**config.mk**
```make
export PLATFORM = sky130hd
export DESIGN_NAME = mem_stage_dcache
export DESIGN_NICKNAME = d
export VERILOG_FILES = /design/src/rtl/mem_stage_dcache.sv
export SDC_FILE = /design/constraint.sdc
export NUM_CORES = 1
export LEC_CHECK = 0
export ABC_AREA = 0
export BUFFER_PORTS_ARGS = -buffer_cell sky130_fd_sc_hd__buf_2
export CAP_MARGIN = 10
export CORE_MARGIN = 8
export CORE_UTILIZATION = 61
export CTS_BUF_LIST = sky130_fd_sc_hd__clkbuf_16
export CTS_CLUSTER_DIAMETER = 200
export DETAILED_ROUTE_END_ITERATION = 8
export PLACE_DENSITY = 0.8
export SYNTH_ARGS = -nofsm -noshare
export SYNTH_HDL_FRONTEND = slang
export SYNTH_SLANG_ARGS = --single-unit
```
**constraint.sdc**
```tcl
create_clock -name clock -period 13.7 [get_ports clock]
set_input_delay 2.74 -clock clock [delete_from_list [all_inputs] [get_ports clock]]
set_output_delay 2.74 -clock clock [all_outputs]
set_load 0.03 [all_outputs]
```
**src/rtl/mem_stage_dcache.sv**
```systemverilog
// MEM pipeline stage with MEM/WB register. Loads and stores are served from a
// direct-mapped, write-through, no-write-allocate cache of one-word lines.
// A small FSM talks to main memory over a level req / one-cycle ack handshake.
//
// Memory handshake: memReq is a level raised in the cycle the access is
// recognised and held until (and including) the cycle memAck is high. memWe,
// memAddr and memWData are valid whenever memReq is high. memAck while the
// FSM is not waiting in FILL/WRITE is ignored.
// dbg_state: 0=IDLE 1=FILL 2=WRITE 3=DONE.
module mem_stage_dcache #(
    parameter int IDX_BITS = 4
) (
    input  logic        clock,
    input  logic        reset,
    input  logic [31:0] ALUResult,
    input  logic [31:0] readData2,
    input  logic [4:0]  writeReg,
    input  logic        MemRead,
    input  logic        MemWrite,
    input  logic        Branch,
    input  logic        RegWrite,
    input  logic        MemToReg,
    input  logic        zeroFlag,
    output logic        memReq,
    output logic        memWe,
    output logic [31:0] memAddr,
    output logic [31:0] memWData,
    input  logic [31:0] memRData,
    input  logic        memAck,
    output logic        stall,
    output logic        PCSrc,
    output logic        cacheHit,
    output logic [31:0] readDataOut,
    output logic [31:0] ALUResultOut,
    output logic [4:0]  writeRegOut,
    output logic        RegWriteOut,
    output logic        MemToRegOut,
    output logic [1:0]  dbg_state
);
    localparam int TAG_BITS = 30 - IDX_BITS;
    localparam int LINES    = 1 << IDX_BITS;

    typedef enum logic [1:0] {S_IDLE, S_FILL, S_WRITE, S_DONE} state_t;

    state_t state_q, state_d;

    logic [LINES-1:0]    valid_q, valid_d;
    logic [TAG_BITS-1:0] tag_q  [LINES];
    logic [31:0]         data_q [LINES];

    logic [31:0] fill_buf_q, fill_buf_d;
    logic [31:0] rd_data_q, rd_data_d;
    logic [31:0] alu_res_q, alu_res_d;
    logic [4:0]  wr_reg_q, wr_reg_d;
    logic        reg_write_q, reg_write_d;
    logic        mem_to_reg_q, mem_to_reg_d;

    logic [IDX_BITS-1:0] idx;
    logic [TAG_BITS-1:0] tag;
    logic                is_read;
    logic                is_write;
    logic                hit;

    logic                arr_we;
    logic [31:0]         arr_data_d;
    logic                capture;
    logic [31:0]         load_data;

    assign idx      = ALUResult[IDX_BITS+1:2];
    assign tag      = ALUResult[31:IDX_BITS+2];
    // A combined read+write is a write; the read half is dropped.
    assign is_write = MemWrite;
    assign is_read  = MemRead & ~MemWrite;
    assign hit      = valid_q[idx] && (tag_q[idx] == tag);

    assign cacheHit  = (MemRead | MemWrite) & hit;
    assign memAddr   = {ALUResult[31:2], 2'b00};
    assign memWData  = readData2;
    assign PCSrc     = Branch & zeroFlag & ~stall;
    assign dbg_state = state_q;

    assign readDataOut  = rd_data_q;
    assign ALUResultOut = alu_res_q;
    assign writeRegOut  = wr_reg_q;
    assign RegWriteOut  = reg_write_q;
    assign MemToRegOut  = mem_to_reg_q;

    // Next-state, handshake outputs, cache update and MEM/WB load decisions.
    always_comb begin
        state_d    = state_q;
        valid_d    = valid_q;
        fill_buf_d = fill_buf_q;
        arr_we     = 1'b0;
        arr_data_d = readData2;
        stall      = 1'b0;
        memReq     = 1'b0;
        memWe      = 1'b0;
        capture    = 1'b0;
        load_data  = 32'h0;
        case (state_q)
            S_IDLE: begin
                if (is_write) begin
                    stall  = 1'b1;
                    memReq = 1'b1;
                    memWe  = 1'b1;
                    // Write-through: refresh the line only if it already holds this word.
                    arr_we  = hit;
                    state_d = S_WRITE;
                end else if (is_read && !hit) begin
                    stall   = 1'b1;
                    memReq  = 1'b1;
                    state_d = S_FILL;
                end else begin
                    capture   = 1'b1;
                    load_data = is_read ? data_q[idx] : 32'h0;
                end
            end
            S_FILL: begin
                stall  = 1'b1;
                memReq = 1'b1;
                if (memAck) begin
                    valid_d[idx] = 1'b1;
                    arr_we       = 1'b1;
                    arr_data_d   = memRData;
                    fill_buf_d   = memRData;
                    state_d      = S_DONE;
                end
            end
            S_WRITE: begin
                stall  = 1'b1;
                memReq = 1'b1;
                memWe  = 1'b1;
                if (memAck) begin
                    state_d = S_DONE;
                end
            end
            default: begin
                // DONE: the held EX/MEM contents retire into MEM/WB.
                capture   = 1'b1;
                load_data = is_read ? fill_buf_q : 32'h0;
                state_d   = S_IDLE;
            end
        endcase
    end

    // MEM/WB next values: full capture when not stalled, bubble otherwise.
    always_comb begin
        rd_data_d    = rd_data_q;
        alu_res_d    = alu_res_q;
        wr_reg_d     = wr_reg_q;
        reg_write_d  = 1'b0;
        mem_to_reg_d = 1'b0;
        if (capture) begin
            rd_data_d    = load_data;
            alu_res_d    = ALUResult;
            wr_reg_d     = writeReg;
            reg_write_d  = RegWrite;
            mem_to_reg_d = MemToReg;
        end
    end

    // State, valid bits, fill buffer and MEM/WB register with synchronous reset.
    always_ff @(posedge clock) begin
        if (reset) begin
            state_q      <= S_IDLE;
            valid_q      <= '0;
            fill_buf_q   <= 32'h0;
            rd_data_q    <= 32'h0;
            alu_res_q    <= 32'h0;
            wr_reg_q     <= 5'h0;
            reg_write_q  <= 1'b0;
            mem_to_reg_q <= 1'b0;
        end else begin
            state_q      <= state_d;
            valid_q      <= valid_d;
            fill_buf_q   <= fill_buf_d;
            rd_data_q    <= rd_data_d;
            alu_res_q    <= alu_res_d;
            wr_reg_q     <= wr_reg_d;
            reg_write_q  <= reg_write_d;
            mem_to_reg_q <= mem_to_reg_d;
        end
    end

    // Tag/data arrays carry no reset; the valid bits alone qualify them.
    always_ff @(posedge clock) begin
        if (!reset && arr_we) begin
            tag_q[idx]  <= tag;
            data_q[idx] <= arr_data_d;
        end
    end
endmodule

```
Word level (Yosys, flattened, before mapping). Memory sizes are Yosys's and may differ from the RTL's. Cells that the tools add are included.

Magnitude comparators: 2. Mux-type cells: 28. Reductions and logical operators: 11. Bitwise logic cells: 9. Eq/ne operators: 5.

Operator list (number): $mux W32 (6); $pmux W32 S2 (1); $eq A26 B26 Y1 (1); $or A16 B16 Y16 (1); $mux W1 (11); $pmux W1 S2 (4); $mux W2 (3); $lt A4 B5 Y1 const B (1); $and A1 B1 Y1 (4); $bmux W1 S4 (1); $demux W1 S4 (1); $ge A4 B1 Y1 const B (1); $logic_and A1 B1 Y1 (4); $pmux W2 S2 (1); $reduce_and A2 Y1 (2); $reduce_or A2 Y1 (2); $ne A3 B3 Y1 const B (1); $not A1 Y1 (3); $eq A2 B1 Y1 const B (1); $eq A2 B2 Y1 const B (1); $logic_not A1 Y1 (2); $logic_not A2 Y1 (1); $ne A2 B1 Y1 const B (1); $or A1 B1 Y1 (1).

Memories: 2. Bits in writable memories: 928. Register bits after elaboration: 121. Input bits: 110. Word-level logic and storage cells: 65.

Memories: data_q (words 16, bits a word 32, rd ports 1, clocked after memory_dff 0, wr ports 1, RTL line 49) `logic [31:0] data_q [LINES];`; tag_q (words 16, bits a word 26, rd ports 1, clocked after memory_dff 0, wr ports 1, RTL line 48) `logic [TAG_BITS-1:0] tag_q [LINES];`.

Depth between registers and ports, before layout.
Depth after elaboration: 10. Mapped depth: 17. Gate-level depth less buffers: 9.

Worst setup path after synthesis. No wires, ideal clock.

Kind: input to register. Start: in ALUResult[2]. End: mem data_q[1][0], enable pin. Data required time: 13062 ps. Data arrival time: 11290 ps. Path slack: 1773 ps. Stages on the path: 12. Path buffers: 4. Path through: buf_6 buf_6 buf_6 buf_6 mux4_2 a221oi_2 xor2_1 o2111ai_1 a211o_1 nor3_4 a31oi_4 nor4b_1.

Word-level cells in the longest chain between the ends: 8. Elaborated cells between the ends (all ways): 10. Classes of those cells: eq/ne (1); mux (6); reduce/logical (2); memory (1).

Ends and longest elaborated chain: start, declared (RTL line 15) `input logic [31:0] ALUResult,`; $mem_v2 Z16 W26 or $bmux W1 S4 (tied branches); $eq A26 B26 Y1 or $mux W1 (tied branches) (RTL line 74) `assign hit = valid_q[idx] && (tag_q[idx] == tag);`; $logic_and A1 B1 Y1 (RTL line 74); $mux W1 (RTL line 102) `if (is_write) begin`; $pmux W1 S2 (RTL line 100) `case (state_q)`; $logic_and A1 B1 Y1 (RTL line 187) `if (!reset && arr_we) begin`; $mux W1 (RTL line 187); $mux W1 (implied by the code) (RTL line 189) `data_q[idx] <= arr_data_d;`; end, declared (RTL line 49).

Several ways; a longest one is shown, not always the timed one. The select of a mux whose other input is x is not followed.

Worst setup path in the final report.
Start: in ALUResult[5]. End: out PCSrc.

Word-level cells in the longest chain between the ends: 10. Elaborated cells between the ends (all ways): 12. Classes of those cells: eq/ne (1); mux (5); bitwise (2); reduce/logical (3); memory (1).

Ends and longest elaborated chain: $mem_v2 Z16 W26 or $bmux W1 S4 (tied branches); $eq A26 B26 Y1 or $mux W1 (tied branches) (RTL line 74); $logic_and A1 B1 Y1 (*) (RTL line 74); $logic_not A1 Y1 (*) (RTL line 109) `end else if (is_read && !hit) begin`; $logic_and A1 B1 Y1 (*) (RTL line 109); $mux W1 (*) (RTL line 109); $mux W1 (*) (RTL line 102); $pmux W1 S2 (*) (RTL line 100); $not A1 Y1 (*) (RTL line 79) `assign PCSrc = Branch & zeroFlag & ~stall;`; $and A1 B1 Y1 (*) (RTL line 79); end, declared (RTL line 31) `output logic PCSrc,`.

Mark *: on every way between the ends. The rest lies on a longest branch, timed or not. The select of a mux whose other input is x is not followed.

==> results.json <==
{
  "status": "finished clean",
  "vdd_drop_max_mv": 0.163,
  "h-tree-depth": 3,
  "finalClockSkew_ns": 0.0466,
  "start_util_pct": 61.2,
  "gp_congestion": 0.906,
  "tightest_slew_ns": 1.08,
  "clock_path_buffers": 3,
  "synthesis.area_um2": 41700,
  "ys_seq_area_share_pct": 72.7,
  "ys_warn_count": 0,
  "final_hold_viol_count": 0,
  "row_count": 96,
  "antenna_found_initial": 2,
  "viasPerCell": 6.88,
  "route.vias.total": 23600,
  "port_buffers": 249,
  "path_max_fanout": 63,
  "synth_most_common_cell": "edfxtp_1",
  "finalWirelength_mm": 110,
  "endpoint_kind": "output port",
  "yosysTopAreaCellShare_pct": 66.9,
  "grt_first_pass_wirelength_mm": 160,
  "leakagePower_nw": 15.7,
  "drv_cap": 0,
  "dp_hpwl_mm": 59.2,
  "fmax_mhz": 98.0,
  "grt_pass1_vias": 24500,
  "layout-drive-gt1-share_pct": 30.3,
  "cts_hold_buf": 0,
  "synthDistinctLibCells": 73,
  "setup_viol": 0,
  "crit_type": "primary input to output port",
  "postCtsResizedCells": 0,
  "p_per_area_nw_per_um2": 160,
  "post-route-period-util_pct": 74.5,
  "antennaDiodeCount": 0,
  "yosysTopAreaCell": "edfxtp_1",
  "cts_tree": "done",
  "cp_common_cell": "buf_4",
  "relSlewSlack_pct": 28.0,
  "core_um2": 68100,
  "area_growth_pct": 11.9,
  "slowest_delay_ns": 0.81,
  "dpl-instance-area_um2": 43400,
  "fill_cells": 4090,
  "synth_edf_count": 928,
  "cts_buffers": 100,
  "fp.dieH_um": 277,
  "hold_path_class": "flop to flop",
  "slew_violations": 0,
  "cp-start-kind": "primary input",
  "die_area_um2": 77000,
  "die_x_um": 277,
  "ios": 252,
  "period_minus_slack_ns": 10.21,
  "tns_ns": 0,
  "grtUsageTotal_pct": 28.2,
  "postRouteAntennaNets": 0,
  "final_cells": 3434,
  "wl_per_cell_um": 32.1,
  "slowest_stage": "buf_4",
  "clkLatencyLatePin_ns": 0.69,
  "final_nets": 2580,
  "ys_top_cells_by_area": "edfxtp_1 67%, mux4_2 12%, dfxtp_1 5.8%",
  "rsz0062_at_grt": "false",
  "first_iter_violations": 3387,
  "fin_area_um2": 46700,
  "clock_sinks": 1049,
  "grt_max_degree": 77,
  "netlist_instances": 2263,
  "avgSynthCellArea_um2": 18.4,
  "critPathArrivalTime_ns": 7.47,
  "ys_seq_elements": 1049,
  "overflow": 0,
  "yosys-top-cells-count": "928 x edfxtp_1, 227 x mux4_2, 164 x nand2_1",
  "postCtsSetupRepairBufs": 0,
  "critPathRequiredTime_ns": 10.96,
  "dp.cells": 3244,
  "cts_root_buf": "clkbuf_16",
  "synthFlopType": "edfxtp_1",
  "cp_cell_sequence": "buf_4, buf_4, mux2_2, o22ai_1, a221oi_1, xor2_1, o41a_1, or3_1, nor3_4, buf_4, o21ai_0, a21oi_1, buf_2",
  "async_reset_ff_share_pct": 0,
  "path_clk_slew_ns": 0.06,
  "drtPass1Iterations": 5,
  "drc": 0
}
-- power breakdown --
group	internal (W)	switching [W]	leakage [nW]
sequential	0.00365	0.0000519	9.34
combinational	0.000294	0.000745	4.69
clock	0.00151	0.00122	1.66
-- flip-flops by register name (all words and copies together), names as in the netlist --
signal        cells
ALUResultOut     32
MemToRegOut       1
RegWriteOut       1
data_q          512
dbg_state         2
fill_buf_q       32
readDataOut      32
tag_q           416
valid_q          16
writeRegOut       5
-- cell families after synthesis --
family | Yosys count | share of synthesized area (%)
adder cells (fa/ha/maj) | 4 | 0.120
other | 1 | 0.00900
buffers and inverters | 228 | 3.10
AND/OR/NAND/NOR | 306 | 3.76
flip-flops | 1049 | 72.7
XOR/XNOR | 25 | 0.525
multiplexers | 321 | 14.6
AO/OA/AOI/OAI | 329 | 5.22
-- worst paths after layout --
kind                                    start  slack, ns         endpoint  depth (start not counted)
worst max-delay path             ALUResult[5]       3.49            PCSrc                         13
worst min-delay path            fill_buf_q[0]       0.45    fill_buf_q[0]                          2
worst max register to register  tag_q[10][17]       8.22  readDataOut[25]                         10
worst min register to register  fill_buf_q[0]       0.45    fill_buf_q[0]                          2
-- critical path, delay by kind of cell --
family,cells,cell delay (ns)
xor+xnor,1,0.20
simple gates,2,0.57
buf+inv,4,2.27
compound gates,5,1.09
mux,1,0.43
-- metrics by stage --
stage | hold WS (ns) | utilization (%) | total power, W | setup slack [ns]
2_1_floorplan | 0.431 | - | 0.00443 | 1.77
3_3_place_gp | 0.441 | 63.7 | 0.00474 | 3.74
3_5_place_dp | 0.446 | 63.7 | 0.00477 | 3.64
4_1_cts | 0.455 | 68.5 | 0.00746 | 3.63
5_1_grt | 0.481 | 68.5 | 0.00766 | 3.30
6_report | 0.454 | 68.5 | 0.00747 | 3.49
-- layout make-up --
type	count	area, µm²	area share (%)
multi-input cells	987	10200	21.9
flip-flops and latches	1049	30300	64.9
clock inverters	87	709	1.52
repair buffers	304	1700	3.65
inverters	24	90.1	0.193
well taps	882	1100	2.37
clock buffers	101	2530	5.42
-- layer usage --
| metal | GRT usage [%] | vias to the layer above | wire [µm] |
|---|---|---|---|
| met5 | 0 | - | 27 |
| met3 | 6.08 | 338 | 12900 |
| li1 | - | 9488 | - |
| met2 | 46.4 | 1843 | 54300 |
| met4 | 13.0 | 4 | 4930 |
| met1 | 36.0 | 12000 | 38200 |
-- placed cells by master (no fill, tap or decap), drive strengths merged, types with 31 or more instances in the layout --
master	netlist	final
edfxtp	928	928
buf	140	303
mux4	227	227
nand2	164	164
dfxtp	121	121
a21oi	117	117
clkbuf	64	102
mux2i	70	70
clkinv	1	55
o21ai	47	47
inv	23	46
or3b	37	37
nor2	34	34
a32oi	31	31
Note: power is estimated with default switching activity, not from simulation.
